### src/rtl/adsr_env.sv
// adsr_env: attack-decay-sustain-release envelope generator with amplitude scaling.
// The envelope advances once per sample strobe (in_ready). Each strobed sample is
// multiplied by the envelope level held before that strobe's update.
// Ports:
//   clk, reset           - rising-edge clock, asynchronous active-high reset
//   in_ready, sample_in  - sample strobe and signed input sample
//   gate                 - note held, sampled on strobes only
//   attack/decay/release_step, sustain_level - runtime envelope programming
//   sample_out, out_valid - scaled sample and its one-cycle valid pulse
//   env_level, env_state, active - envelope observation
module adsr_env #(
  parameter int unsigned SAMPLE_W = 16,
  parameter int unsigned ENV_W    = 16,
  parameter int unsigned RATE_W   = 16
) (
  input  logic                       clk,
  input  logic                       reset,
  input  logic                       in_ready,
  input  logic signed [SAMPLE_W-1:0] sample_in,
  input  logic                       gate,
  input  logic        [RATE_W-1:0]   attack_step,
  input  logic        [RATE_W-1:0]   decay_step,
  input  logic        [ENV_W-1:0]    sustain_level,
  input  logic        [RATE_W-1:0]   release_step,
  output logic signed [SAMPLE_W-1:0] sample_out,
  output logic                       out_valid,
  output logic        [ENV_W-1:0]    env_level,
  output logic        [2:0]          env_state,
  output logic                       active
);

  localparam int unsigned EXT_W  = ENV_W + 1;
  localparam int unsigned PROD_W = SAMPLE_W + ENV_W + 1;
  localparam logic [ENV_W-1:0] ENV_MAX = '1;

  typedef enum logic [2:0] {
    IDLE    = 3'd0,
    ATTACK  = 3'd1,
    DECAY   = 3'd2,
    SUSTAIN = 3'd3,
    RELEASE = 3'd4
  } state_t;

  state_t            state;
  logic [ENV_W-1:0]  level;

  logic [EXT_W-1:0]  att_sum;
  logic [EXT_W-1:0]  dec_diff;
  logic [EXT_W-1:0]  rel_diff;
  logic [ENV_W-1:0]  att_next;
  logic [ENV_W-1:0]  dec_next;
  logic [ENV_W-1:0]  rel_next;

  logic signed [PROD_W-1:0]   samp_ext;
  logic signed [PROD_W-1:0]   lvl_ext;
  logic signed [PROD_W-1:0]   prod;
  logic signed [SAMPLE_W-1:0] scaled;
  logic                       unused_prod_bits;

  // Segment arithmetic on one extra bit so saturation/underflow is detectable.
  always_comb begin
    att_sum  = {1'b0, level} + EXT_W'(attack_step);
    dec_diff = {1'b0, level} - EXT_W'(decay_step);
    rel_diff = {1'b0, level} - EXT_W'(release_step);

    att_next = att_sum[ENV_W-1:0];
    if (attack_step == '0 || att_sum[ENV_W]) att_next = ENV_MAX;

    // Decay never lands below sustain, and snaps up if sustain was raised.
    dec_next = dec_diff[ENV_W-1:0];
    if (decay_step == '0 || level <= sustain_level || dec_diff[ENV_W] ||
        dec_diff[ENV_W-1:0] <= sustain_level)
      dec_next = sustain_level;

    rel_next = rel_diff[ENV_W-1:0];
    if (release_step == '0 || rel_diff[ENV_W]) rel_next = '0;
  end

  // Signed sample times non-negative level; floor shift then truncate.
  always_comb begin
    samp_ext = PROD_W'(sample_in);
    lvl_ext  = PROD_W'($signed({1'b0, level}));
    prod     = samp_ext * lvl_ext;
    scaled   = prod[ENV_W +: SAMPLE_W];
  end

  assign unused_prod_bits = ^{prod[PROD_W-1:ENV_W+SAMPLE_W], prod[ENV_W-1:0]};

  // Envelope FSM, level register and scaled output; all updates gated by in_ready.
  always_ff @(posedge clk or posedge reset) begin
    if (reset) begin
      state      <= IDLE;
      level      <= '0;
      sample_out <= '0;
      out_valid  <= 1'b0;
    end else begin
      out_valid <= in_ready;
      if (in_ready) begin
        sample_out <= scaled;
        unique case (state)
          IDLE: begin
            level <= '0;
            if (gate) state <= ATTACK;
          end
          ATTACK: begin
            if (!gate) begin
              state <= RELEASE;
            end else begin
              level <= att_next;
              if (att_next == ENV_MAX) state <= DECAY;
            end
          end
          DECAY: begin
            if (!gate) begin
              state <= RELEASE;
            end else begin
              level <= dec_next;
              if (dec_next == sustain_level) state <= SUSTAIN;
            end
          end
          SUSTAIN: begin
            if (!gate) state <= RELEASE;
            else       level <= sustain_level;
          end
          RELEASE: begin
            // Retrigger keeps the current level as the attack start point.
            if (gate) begin
              state <= ATTACK;
            end else begin
              level <= rel_next;
              if (rel_next == '0) state <= IDLE;
            end
          end
          default: begin
            state <= IDLE;
            level <= '0;
          end
        endcase
      end
    end
  end

  assign env_level = level;
  assign env_state = state;
  assign active    = (state != IDLE);

endmodule
### config.mk
export PLATFORM = sky130hd
export DESIGN_NAME = adsr_env
export DESIGN_NICKNAME = d
export VERILOG_FILES = /design/src/rtl/adsr_env.sv
export SDC_FILE = /design/constraint.sdc
export NUM_CORES = 1
export LEC_CHECK = 0
export ABC_CLOCK_PERIOD_IN_PS = 10100
export BUFFER_PORTS_ARGS = -buffer_cell sky130_fd_sc_hd__buf_2
export CAP_MARGIN = 20
export CELL_PAD_IN_SITES_DETAIL_PLACEMENT = 0
export CELL_PAD_IN_SITES_GLOBAL_PLACEMENT = 1
export CORE_UTILIZATION = 52
export DETAILED_ROUTE_END_ITERATION = 12
export GPL_TIMING_DRIVEN = 0
export HOLD_SLACK_MARGIN = 0.12
export PLACE_DENSITY_LB_ADDON = 0.3
export SYNTH_ARGS = -nofsm -noshare
export SYNTH_HDL_FRONTEND = slang
export SYNTH_SLANG_ARGS = --single-unit
### constraint.sdc
create_clock -name clk -period 10.1 [get_ports clk]
set_clock_uncertainty 0.15 [all_clocks]
set_input_delay 1.01 -clock clk [delete_from_list [all_inputs] [get_ports clk]]
set_output_delay 1.01 -clock clk [all_outputs]
set_load 0.01 [all_outputs]
Word-level counts from Yosys, hierarchy flattened. Index checks and enable logic that the tools add are counted. W data, S select, Z words.

Mux-type cells: 17. $add $sub $neg: 3. $lt $le $gt $ge: 2. $mul: 1. Reductions and logical operators: 13. Equal/unequal tests: 15.

Operator list (count): $mux W16 (7); $logic_not A16 Y1 (4); $pmux W16 S4 (1); $sub A16 B16 Y17 (2); $le A16 B16 Y1 (2); $mul A16 B17 Y32 (1); $mux W3 (8); $add A16 B16 Y17 (1); $eq A16 B16 Y1 (1); $eq A16 B16 Y1 const B (1); $pmux W3 S5 (1); $ne A2 B2 Y1 const B (6); $ne A3 B3 Y1 const B (3); $eq A3 B2 Y1 const B (2); $reduce_and A6 Y1 (1); $logic_or A1 B1 Y1 (5); $reduce_and A5 Y1 (1); $eq A3 B1 Y1 const B (1); $eq A3 B3 Y1 const B (1); $logic_not A3 Y1 (1); $reduce_bool A3 Y1 (1).

Flip-flop bits (word level): 36. Output and inout port bits: 37. Word-level logic and storage cells: 55.

Longest topological paths before layout.
Depth after elaboration: 9. Depth in mapped cells: 24.

Worst setup path before layout. OpenSTA, ideal clock, no wires.

Kind: input -> register. Start: in sample_in[1]. End: reg sample_out[15]. Arrival time: 6.433 ns. Data required time: 9.807 ns. Path slack: 3.374 ns. Setup time: 0.143 ns. Stages on the path: 21. Cells stage by stage: clkbuf_1 -> nand2_1 -> fa_1 -> fa_1 -> inv_1 -> fa_1 -> fa_1 -> fa_1 -> inv_1 -> fa_1 -> inv_1 -> ha_1 -> and3_1 -> a221oi_1 -> a21oi_1 -> o21bai_1 -> a21oi_1 -> a31oi_1 -> o41ai_1 -> xnor2_1 -> a21oi_1.

Cells in the longest elaborated chain, start to end: 1.

RTL lines: start: declaration (RTL line 19) `input logic signed [SAMPLE_W-1:0] sample_in,`; $mul A16 B17 Y32 (RTL line 83) `prod = samp_ext * lvl_ext;`; end signal: assignment (RTL line 99) `sample_out <= scaled;`; end: declaration (RTL line 25) `output logic signed [SAMPLE_W-1:0] sample_out,`.

No other way between the ends. A chain may end at the register's enable or synchronous reset.

Final worst setup path.
Start: reg level[10] (netlist: env_level[10]). End: reg sample_out[15].

Cells in the longest elaborated chain, start to end: 1.

RTL lines: start: declaration (RTL line 45) `logic [ENV_W-1:0] level;`; start signal: assignment (RTL line 109) `level <= att_next;`; start signal: assignment (RTL line 117) `level <= dec_next;`; start signal: assignment (RTL line 123) `else level <= sustain_level;`; $mul A16 B17 Y32 (RTL line 83).

No other way between the ends.

==> reports/metrics.yaml <==
cpMostUsedCell: "fa_1"
synth.avg_cell_area_um2: 8.48
area.growth.synth_to_final_pct: 8.48
multi_input_area_um2: 12000
drtAntennaViolNets: 0
crit_path_end_kind: "flop"
cts_buffers: 5
hpwlAfterDp_mm: 33.5
max_freq_ghz: 0.129
grt_pass1_vias: 12600
wl_mm: 41.1
syn_area_um2: 14300
min_path_type: "reg2reg"
drv_slew: 0
n_antenna_cell: 0
hold_buffers: 0
slew_headroom: 0.378
worstHoldStart: "sample_out[6]$_DFFE_PP0P_"
status: "completed"
antenna_found_initial: 0
cts_tree: "done"
portBuffers: 119
die_w_um: 168
firstDrtPassIters: 5
synth-async-reset-ratio: 1.00
setup_tns_ns: 0
ys_ff_latch: 36
drc: 0
core_um2: 27000
grt_max_degree: 37
ys_dominant_reg_cell: "dfrtp_1"
cts_setup_buffers: 0
synth_cell_types: 93
cts-resized-gates: 0
r2r_start: "env_level[10]$_DFFE_PP0P_"
crit_slowest_cell: "dfrtp_1"
syn-instance-count: 1683
gp_congestion: 0.919
row_count: 60
worst_pin_slew_ns: 0.933
hold_violations: 0
synth-edff-count: 0
vias_per_cell: 5.78
clk_path_buf_depth: 2
start_util: 0.530
fp.dieArea_um2: 28100
startpoint: "env_level[10]$_DFFE_PP0P_"
crit_family: "adder cells"
clkSinkCount: 36
critical_path_buf_inv_count: 4
nets: 2284
worst-path-max-fanout: 13
clock-root-buffer: "clkbuf_16"
critPathRequiredTime_ns: 10.08
crit_type: "reg2reg"
track_usage: 0.300
fill_cells: 2524
rsz0062_at_grt: "no"
drt_iter0_drc: 698
period_share: 0.767
yosysSeqAreaShare: 0.0631
clkTransAtPathRegs_ns: 0.07
ys_warn_count: 0
synth_nets: 2157
ff_latch_area_um2: 901
num_vias: 12400
chipHeight_um: 168
htreeDepth: 2
clk_latency_ns: 0.30
drive_gt1_frac: 0.104
maxCapViolCount: 0
cp.arrival_ns: 7.73
grt_pass1_wl_mm: 65.7
setup_viol: 0
crit_path_start_kind: "flop"
crit_chain: "clkbuf_1, nand2_1, fa_1, fa_1, fa_1, inv_1, fa_1, fa_1, inv_1, fa_1, inv_1, ha_1, a21oi_1, nand2_1, a221oi_2, o21bai_1, a21oi_1, a31oi_1, o41ai_1, xnor2_1, a21oi_1"
wire_per_inst_um: 19.1
overflow: 0
io-pin-count: 121
max_stage_delay_ns: 0.86
fin_crit_ns: 7.75
cell usage after synthesis, types with 8 or more instances:
cell type	n	area, µm²
inv_1	298	1120
fa_1	196	3920
ha_1	194	2430
nand2_1	165	619
and2_1	120	751
nor2_1	74	278
a21oi_1	54	270
clkbuf_1	47	176
xnor2_1	44	385
dfrtp_1	36	901
a21o_1	33	248
o21ai_0	32	160
nor3_1	24	120
nand3_1	22	110
nand4_1	20	125
mux2_2	19	214
nand2b_1	19	119
o21ai_1	19	95.1
o21a_1	17	128
nor4_1	16	100
xor2_1	16	140
mux2i_1	15	150
a22oi_1	12	90.1
or3_1	12	75.1
and3_1	10	62.6
nor2b_1	10	62.6
o211ai_1	10	75.1
a211oi_1	8	60.1
a22o_1	8	70.1
path summary, 6_finish.rpt:
kind                                               to  slack [ns]  depth (start not counted)
min reg2reg                 sample_out[6]$_DFFE_PP0P_        0.35                          1
min                         sample_out[6]$_DFFE_PP0P_        0.35                          1
max in group asynchronous    env_level[0]$_DFFE_PP0P_        8.53                          2
max                        sample_out[15]$_DFFE_PP0P_        2.35                         21
max reg2reg                sample_out[15]$_DFFE_PP0P_        2.35                         21
min in group asynchronous   sample_out[7]$_DFFE_PP0P_        0.74                          2
placed cells by master (no fill, tap or decap), drive strengths merged, types with 36 or more instances in the layout:
cell type and instances:
a21oi 56, and2 122, buf 132, clkbuf 54, dfrtp 36, fa 196, ha 194, inv 300
nand2 165, nor2 74, o21ai 51, xnor2 44
final cells by class:
| class | instances | share of cell area |
|---|---|---|
| tap | 341 | 0.0276 |
| clock buffer | 7 | 0.00986 |
| clock inverter | 1 | 0.00194 |
| timing repair buffer | 120 | 0.0388 |
| buffer | 59 | 0.0165 |
| inverter | 300 | 0.0727 |
| multi-input combinational | 1288 | 0.774 |
| sequential | 36 | 0.0582 |
flip-flops by register name (all words and copies together), names as in the netlist:
name	flops
env_level	16
out_valid	1
env_state	3
sample_out	16
cell families (layout without fill, tap and decap cells):
kind of cell             after synthesis  count (layout)  synth area share
AO/OA/AOI/OAI                        271             271             0.135
AND/OR/NAND/NOR                      529             529             0.192
flip-flops                            36              36            0.0631
adder cells (fa/ha/maj)              390             390             0.445
XOR/XNOR                              63              63            0.0415
multiplexers                          35              35            0.0266
buffers and inverters                359             487            0.0968
layer usage:
metal  vias up  track usage  wire, µm
li1       5830            -         -
met1      6071        0.401     17800
met2       432        0.508     19400
met3       102       0.0347      2520
met4         0       0.0921      1320
met5         -            0         0
per-stage QoR:
stage	cells	setup slack [ns]	hold slack, ns	util	cell area [µm²]
global route	2152	2.05	0.360	0.575	15500
floorplan	1683	3.37	0.397	-	14300
detailed placement	2143	2.20	0.341	0.568	15300
CTS	2151	2.37	0.354	0.574	15500
global placement	2143	2.27	0.333	0.568	15300
finish	2152	2.35	0.351	0.575	15500
Power is not shown: default switching activity piles up to over one toggle a cycle in this logic, so the estimate is an artifact.
